**src/rtl/layer1_mac_counter_act.sv**
```systemverilog
// MAC-completion counter with sticky ack_mac plus a combinational ReLU activation.
// Define LEAKY_RELU_EN to turn negative pre-activations into z_value >>> 3 instead of zero.
module layer1_mac_counter_act #(
   parameter int N_INPUTS = 2,
   parameter int DATA_W   = 8,
   parameter int CNT_W    = 2
) (
   input  logic                     clk,
   input  logic                     rst,
   input  logic                     ack,
   output logic                     ack_mac,
   output logic [CNT_W-1:0]         count,
   input  logic signed [DATA_W-1:0] z_value,
   output logic signed [DATA_W-1:0] a
);

   localparam logic [CNT_W-1:0] LAST_COUNT = CNT_W'(N_INPUTS - 1);

   logic z_negative;
   logic z_zero;

   // Once ack_mac is set the counter freezes at N_INPUTS until the next reset.
   always_ff @(posedge clk or negedge rst) begin
      if (!rst) begin
         count   <= '0;
         ack_mac <= 1'b0;
      end else if (ack && !ack_mac) begin
         count <= count + 1'b1;
         if (count == LAST_COUNT) begin
            ack_mac <= 1'b1;
         end
      end
   end

   assign z_negative = z_value[DATA_W-1];
   assign z_zero     = (z_value == '0);

   always_comb begin
      a = '0;
      if (!z_negative && !z_zero) begin
         a = z_value;
      end
`ifdef LEAKY_RELU_EN
      else if (z_negative) begin
         a = z_value >>> 3;
      end
`endif
   end

endmodule

```
**config.mk**
```make
export PLATFORM = sky130hd
export DESIGN_NAME = layer1_mac_counter_act
export DESIGN_NICKNAME = d
export VERILOG_FILES = /design/src/rtl/layer1_mac_counter_act.sv
export SDC_FILE = /design/constraint.sdc
export NUM_CORES = 1
export LEC_CHECK = 0
export CORE_AREA = 2 2 39 41
export DETAILED_ROUTE_END_ITERATION = 16
export DIE_AREA = 0 0 41 43
export GPL_TIMING_DRIVEN = 0
export PLACE_DENSITY = 0.57
export SLEW_MARGIN = 10
export SYNTH_ARGS = -nofsm -noshare
export SYNTH_HDL_FRONTEND = slang
export SYNTH_SLANG_ARGS = --single-unit
```
**constraint.sdc**
```tcl
create_clock -name clk -period 0.92 [get_ports clk]
set_clock_uncertainty 0.1 [all_clocks]
set_input_delay 0.184 -clock clk [delete_from_list [all_inputs] [get_ports clk]]
set_output_delay 0.184 -clock clk [all_outputs]
set_load 0.05 [all_outputs]
```
==> results.md, run 1 <==
* Hold_buf cts at 0
* Most frequent cells in the layout: buf_6 (9), nor2b_4 (8), buf_2 (7)
* Final hold viol count at 0
* Dpl ws at -1330 ps
* Main combinational cell family by area after synthesis: simple AND/OR/NAND/NOR gates
* GR peak layer: met2
* Internal power at about 670 µW
* Core ar. at ~1400 µm²
* PwrDens at ~2200 nW/µm²
* Fmax achieved at 912 MHz
* Reg2reg path depth at 3
* Finish-stage setup viols at 6
* Final worst slack at -176 ps
* VDD IR max at just under 0.8 mV
* Reg2reg start: count[0]
* Clock-pin slew on the worst setup and hold paths at 40 ps
* Comb power frac at 59.9%
* Die H at about 43 µm
* WL/cell at slightly below 10 µm
* Top Family by Delay on Critical Path: flip-flops
* DRT iter0 DRCs at 2
* Synth Area in Compound Gates at under 10%
* Routed Antenna Nets at 0
* CTS root buffer: clkbuf_4
* Clk pwr share at about a fifth
* Critical path peak fanout at 3
* Period minus WS final at 1100 ps
* Initial Util at between 10 and 15%
* Syn. warnings at 0
* Post-synthesis mux area share at just over 5%
* Leakage dissipation at 0.000262 µW
* Vias in the first global route at about 220
* Chip width at 41 µm
* Skew-Pair Late Insertion Delay at 230 ps
* H-tree levels at 1
* WP buf/inv at 1
* Met1 GRT Util at about 8.0%
* Class of the worst hold path: input port to asynchronous set/reset pin
* Crit share post-route at 119%
* # DRC at 0
* Most common cell after layout, fill and taps aside: buf_6
* Worst stage delay on the critical path at about 420 ps
* Syn_nets at 30
* IO Count at 22
* Vias at roughly 220
* Met3 Usage GRT at roughly 4.7%
* Die ar. at 1760 µm²
* CTS Buf Count at 3
* CP Launch Type: flip-flop
* Mapped Area at 195 µm²
* Max Slew Vio Count at 0
* Initial antenna violation count at 0
* Switching power at 501 µW
* FF-to-FF End: count[1]
* M2 GR Usage at 11.3%
* Cell Rows at 14
* I/O Buffers at 20
* Worst path required time at about 640 ps
* Synth Area in XOR/XNOR at under 10%
* Final core occ at about two fifths
* TritonCTS clock tree: built
* Synth Area per Inst at ~11 µm²
* First-pass GRT wire length at about 900 µm
* Ratio of cells with drive above 1 in the final layout at between 80% and 90%
* Worst setup EP type: primary output
* Sequential share of power at between 20% and 30%
* N_diodes at 0
* GRT Resource Usage Total at between 8 and 9%
* Sequential area share after synthesis at between 30% and 40%
* Post-Route WL at around 600 µm
* NumNets Final at about 60
* Clock sinks at 3
* Cell variety after synth at 10
* Outcome: finished, violations left
* Synth Register Bits at 3
* Clock Path Buffers at 2
* CP cell instances: buf_6
* Slowest CP cell: dfrtp_2
* Max Cap Viol at 0
* CP Data Arrival Time at 810 ps
* DRT Pass-1 Iters at 2
* FF-to-FF setup slack at -180 ps
* Synthesized instance count at 18
* Fraction of the mapped netlist area in simple logic gates at 29.5%
* Placer Congestion at 0.660
* Critical path type: flip-flop to primary output
* RSZ-0062 raised after global routing: yes
* Largest net degree at the start of global routing at 8
* Synth Area in Adders at between 6 and 7%
* WHS at 35.5 ps
* Routed vias/inst at ~3.5
* Congestion Overflow GR at 0
* Detailed-placement wirelength estimate at 445 µm
* Net Sw Frac at 42.6%
* Failing checks: setup timing
* Area growth, synth to finish at 173%
## cell type report
class / instances / area (µm²)
clock buffers: 4 / 26.3
multi-input cells: 13 / 174
plain buffers: 1 / 7.51
inverters: 1 / 3.75
flip-flops and latches: 3 / 78.8
fillers: 152 / 851
repair buffers: 24 / 223
well taps: 16 / 20.0
## power groups by stage
| stage | Clock (µW) | Sequential, µW | Combinational, µW |
|---|---|---|---|
| finish | 236 | 235 | 704 |
| global route | 270 | 241 | 756 |
| CTS | 247 | 245 | 667 |
| detailed placement | 0 | 252 | 568 |
| global placement | 0 | 251 | 564 |
| floorplan | 0 | 413 | 199 |
## flip-flops by register name, indices dropped and copies added (netlist names)
signal and count:
ack_mac 1, count 2
## through the flow
stage	cells	setup TNS [ps]	cell area, µm²	power [µW]
final	62	-879	533	1180
after global routing	62	-1030	533	1270
after CTS	60	-744	514	1160
after detailed placement	54	-11560	484	820
after global placement	54	-11660	484	815
after floorplan	18	-468	264	612
## per-layer routing
metal  part of all wire, %  vias up
met4                     0        0
met5                     0        -
met3                   8.8        0
met2                    59       10
met1                    32      100
li1                      -      107
## worst max-delay path by stage
| stage | cells after the start | end | slack [ps] | startpoint |
|---|---|---|---|---|
| detailed placement | 3 | a[5] | -1330 | z_value[7] |
| global placement | 3 | a[1] | -1340 | z_value[7] |
| finish | 1 | count[0] | -180 | count[0] |
| CTS | 1 | count[0] | -200 | count[0] |
| floorplan | 3 | ack_mac | -200 | count[1] |
| global route | 1 | count[0] | -200 | count[0] |
## synthesized netlist by cell type
| cell type | count | share of area [%] |
|---|---|---|
| a21o_2 | 1 | 4.5 |
| inv_1 | 1 | 1.9 |
| mux2i_1 | 1 | 5.1 |
| ha_1 | 1 | 6.4 |
| nor2b_4 | 1 | 7.0 |
| buf_4 | 1 | 3.8 |
| dfrtp_1 | 3 | 38 |
| conb_1 | 1 | 1.9 |
| xor2_2 | 1 | 8.3 |
| nor2b_1 | 7 | 22 |
## kinds of logic (layout without fill, tap and decap cells)
group,count (synthesis),in the layout
multiplexers,1,1
AND/OR/NAND/NOR,8,8
adder cells (fa/ha/maj),1,1
buffers and inverters,2,30
XOR/XNOR,1,1
other,1,1
AO/OA/AOI/OAI,1,1
flip-flops,3,3
## what timing repair did
action,in CTS,in global routing
resized for setup,102,1
setup buffers,2,2
pin swaps,1,1
gates cloned,0,0
endpoints found under the setup margin,12,6
Note: power is estimated with default switching activity, not from simulation.
==> run 2, diff against run 1 <==
PLACE_DENSITY = 0.6   (was 0.57)
==> results.md, run 2 (synthesis results as in run 1) <==
* Most frequent cells in the layout: nor2b_4 (8), buf_6 (8), clkbuf_2 (4), buf_8 (4)
* Skew-Pair Late Insertion Delay at approximately 230 ps
* Worst stage delay on the critical path at around 430 ps
* Class of the worst hold path: input port to asynchronous set/reset pin
* Metal2 WL at 367 µm
* Die H at around 43 µm
* Outcome: finished, violations left
* DRT Pass-1 Iters at 1
* Worst setup EP type: primary output
* Cell Rows at 14
* Chip width at ~40 µm
* VDD IR max at between 1 and 1.5 mV
* Placer Congestion at 0.662
* I/O Buffers at 20
* DRT iter0 DRCs at 0
* Max Slew Vio Count at 0
* RSZ-0062 raised after global routing: yes
* Initial Util at roughly 14%
* Hold_buf cts at 0
* Die ar. at around 1800 µm²
* NumNets Final at 57
* First-pass GRT wire length at between 1000 and 1500 µm
* Top Family by Delay on Critical Path: flip-flops
* Fmax achieved at slightly above 900 MHz
* Clock Path Buffers at 2
* Placed cell area at approximately 480 µm²
* Finished Cell Area at approximately 520 µm²
* Met1 wire length at 217 µm
* CTS root buffer: clkbuf_4
* IO Count at 22
* CP Data Arrival Time at 820 ps
* Critical path type: flip-flop to primary output
* Congestion Overflow GR at 0
* Vias at 212
* WL met3 at about 14 µm
* Top Registers: count: 2 flops, ack_mac: 1 flops
* Largest Register: count
* Crit share post-route at 120%
* N_diodes at 0
* Max Cap Viol at 0
* Worst path required time at roughly 640 ps
* Leakage dissipation at 0.000253 µW
* TritonCTS clock tree: built
* WL/cell at about 10 µm
* Initial antenna violation count at 0
* CP Launch Type: flip-flop
* WP buf/inv at 1
* Ratio of cells with drive above 1 in the final layout at 88.6%
* GRT Resource Usage Total at a little under a tenth
* PwrDens at approximately 2100 nW/µm²
* Clock sinks at 3
* # DRC at 0
* Period minus WS final at 1110 ps
* Finish-stage setup viols at 6
* Final hold viol count at 0
* Routed Antenna Nets at 0
* Largest net degree at the start of global routing at 8
* Slowest CP cell: dfrtp_2
* Clock-pin slew on the worst setup and hold paths at ~40 ps
* Failing checks: setup timing
* Area growth, synth to finish at 168%
* H-tree levels at 1
* Vias in the first global route at between 200 and 250
* # placed instances at 54
* Core ar. at ~1400 µm²
* Routed vias/inst at approximately 3.5
* CTS Buf Count at 3
* Critical path peak fanout at 3
* Post-route insts no fill at 60
* Max FFs per register at 2
* CP cell instances: buf_6
* Max Used Layer: met3
* Post-Route WL at around 600 µm
* Final worst slack at -185 ps
[run 2: cell count changes in the layout (fill, tap and decap cells not counted)]
cell             delta
buf_2               -4
clkbuf_2            +4
buf_4               -2
buf_6               -1
buf_8               +1
clkdlybuf4s50_1     +1
dlygate4sd2_1       -1
[run 2: timing repair]
action / CTS / global route
setup buffers: 2 / 0
pin swaps: 2 / 0
gates resized for setup: 98 / 5
setup endpoints to repair: 13 / 10
gates cloned: 0 / 0
[run 2: per-layer routing]
layer / vias to the layer above / global-route usage, %
met5: - / 0
met4: 0 / 4.00
met3: 0 / 6.28
met2: 3 / 12.2
met1: 103 / 11.4
li1: 106 / -
[run 2: metrics by stage]
step / hold slack [ps] / setup TNS [ps] / utilization [%] / setup WS (ps) / power, µW
4_1_cts: 39.3 / -820 / 39.0 / -201 / 1150
3_3_place_gp: 286 / -11630 / 35.0 / -1340 / 811
5_1_grt: 44.7 / -931 / 37.8 / -213 / 1190
3_5_place_dp: 290 / -11680 / 35.0 / -1350 / 847
2_1_floorplan: -212 / -468 / - / -202 / 612
6_report: 45.5 / -741 / 37.8 / -185 / 1110
[run 2: worst paths after layout]
| check | startpoint | to | slack (ps) | cells past startpoint |
|---|---|---|---|---|
| worst max-delay path | count[0] | count[0] | -190 | 1 |
| worst min-delay path | rst | ack_mac | 50 | 1 |
| worst max register to register | ack_mac | count[1] | -120 | 3 |
| worst min register to register | count[1] | count[1] | 480 | 2 |
| max in group asynchronous | rst | count[0] | 500 | 1 |
| min in group clk | count[1] | count[1] | 480 | 2 |
[run 2: power by group]
| group | internal (µW) | switching (µW) |
|---|---|---|
| logic | 278 | 361 |
| registers | 189 | 53.3 |
| clock network | 162 | 67.8 |
[run 2: cell type report]
| type | count | area [µm²] |
|---|---|---|
| multi-input cells | 13 | 174 |
| clock buffers | 4 | 26.3 |
| fillers | 145 | 861 |
| repair buffers | 22 | 213 |
| inverters | 1 | 3.75 |
| flip-flops and latches | 3 | 78.8 |
| plain buffers | 1 | 7.51 |
| well taps | 16 | 20.0 |
==> run 3, diff against run 2 <==
CTS_CLUSTER_SIZE = 24   (was unset)
PLACE_DENSITY = unset   (was 0.6)
clock period = 1.2 ns   (was 0.92 ns; I/O delays follow)
==> results.md, run 3 (synthesis results as in run 1) <==
* Leakage dissipation at roughly 0.00024 µW
* DRT iter0 DRCs at 1
* Chip width at just over 40 µm
* Hold_buf cts at 0
* Max FFs per register at 2
* VDD IR max at 0.387 mV
* Finished Cell Area at roughly 480 µm²
* Met3 Usage GRT at 4.71%
* I/O Buffers at 20
* Routed vias/inst at 3.47
* Period minus WS final at about 1200 ps
* Finish-stage setup viols at 0
* Fmax achieved at between 800 and 900 MHz
* Clock-pin slew on the worst setup and hold paths at roughly 40 ps
* Worst stage delay on the critical path at between 300 and 400 ps
* Skew-Pair Late Insertion Delay at ~230 ps
* Detailed-placement wirelength estimate at approximately 460 µm
* Die H at 43 µm
* Top Registers: count: 2 flops, ack_mac: 1 flops
* Post CTS Setup Buffer Count at 0
* IO Count at 22
* Post-Route WL at a little over 600 µm
* Die ar. at ~1800 µm²
* Worst path required time at roughly 860 ps
* Vias in the first global route at roughly 230
* Crit share post-route at between 90% and 100%
* Clock sinks at 3
* CP Launch Type: flip-flop
* Cell Rows at 14
* Most frequent cells in the layout: buf_6 (8), dlygate4sd2_1 (6), nor2b_2 (4), nor2b_4 (4), clkbuf_4 (3)
* First-pass GRT wire length at approximately 900 µm
* Area growth, synth to finish at 144%
* N_diodes at 0
* CTS Buf Count at 3
* Placed cell area at roughly 440 µm²
* PwrDens at approximately 1600 nW/µm²
* Final worst slack at around 28 ps
* RSZ-0062 raised after global routing: no
* Routed Antenna Nets at 0
* NumNets Final at 55
* Slowest CP cell: dfrtp_2
* Final hold viol count at 0
* Initial Util at between 10 and 15%
* Max Cap Viol at 0
* Core ar. at 1380 µm²
* Clock Path Buffers at 2
* TritonCTS clock tree: built
* Most common cell after layout, fill and taps aside: buf_6
* WL/cell at around 10 µm
* CTS root buffer: clkbuf_4
* GR peak layer: met2
* CP cell instances: buf_2
* Critical path peak fanout at 2
* GRT Resource Usage Total at around 8%
* DRT Pass-1 Iters at 2
* Ratio of cells with drive above 1 in the final layout at around 64%
* H-tree levels at 1
* Final core occ at approximately 34%
* Worst setup EP type: primary output
* CP Data Arrival Time at roughly 830 ps
* Vias at between 200 and 250
* Met1 GRT Util at around 7.7%
* Outcome: complete, no violations
* Congestion Overflow GR at 0
* Top Family by Delay on Critical Path: flip-flops
* Largest net degree at the start of global routing at 8
* M2 GR Usage at roughly 13%
* WP buf/inv at 1
* Critical path type: flip-flop to primary output
* Largest Register: count
* Placer Congestion at 0.573
* Initial antenna violation count at 0
* Max Slew Vio Count at 0
* Class of the worst hold path: input port to asynchronous set/reset pin
* # DRC at 0
* Dpl ws at -965 ps
==> run 3: final timing paths <==
kind / slack, ps / start / cells past startpoint / to
max: 30 / count[1] / 1 / count[1]
min: 90 / rst / 1 / count[1]
max reg2reg: 170 / count[0] / 2 / ack_mac
min reg2reg: 410 / count[0] / 1 / count[0]
max in group asynchronous: 750 / rst / 1 / count[0]
min in group clk: 410 / count[0] / 1 / count[0]
==> run 3: worst reg2reg max path: cells and delay by family, from the launching register on <==
kind | cells | cell delay (ps)
adder cells (fa/ha/maj) | 1 | 210
flip-flops | 1 | 430
AO/OA/AOI/OAI | 1 | 180
==> run 3: cell type report <==
class	instances	area (µm²)
clock buffers	4	26.3
flip-flops and latches	3	77.6
repair buffers	20	200
plain buffers	1	7.51
well taps	16	20.0
fillers	157	907
inverters	1	3.75
multi-input cells	13	141
==> run 3: report_power, final <==
| group | internal, µW | switching, µW | total (µW) | leakage (µW) |
|---|---|---|---|---|
| sequential | 144 | 35.3 | 179 | 0.0000300 |
| clock | 125 | 55.8 | 181 | 0.0000150 |
| combinational | 143 | 245 | 388 | 0.000190 |
| total | 412 | 336 | 748 | 0.000235 |
==> run 3: metrics by stage <==
step	std cells	hold slack (ps)	TNS, ps	total power, µW
6_report	58	89.9	0	748
3_5_place_dp	54	341	-7750	576
2_1_floorplan	18	-156	0	429
3_3_place_gp	54	339	-7740	572
4_1_cts	58	92.8	-121	753
5_1_grt	58	104	0	791
==> run 3: layer usage <==
| metal | up-vias | routed length [µm] |
|---|---|---|
| li1 | 99 | - |
| met1 | 97 | 221 |
| met2 | 5 | 345 |
| met3 | 0 | 39 |
| met4 | 0 | 0 |
| met5 | - | 0 |
==> run 3: what timing repair did <==
item / in CTS / in global routing
resized for setup: 82 / 2
pin swaps: 0 / 0
setup endpoints to repair: 10 / 1
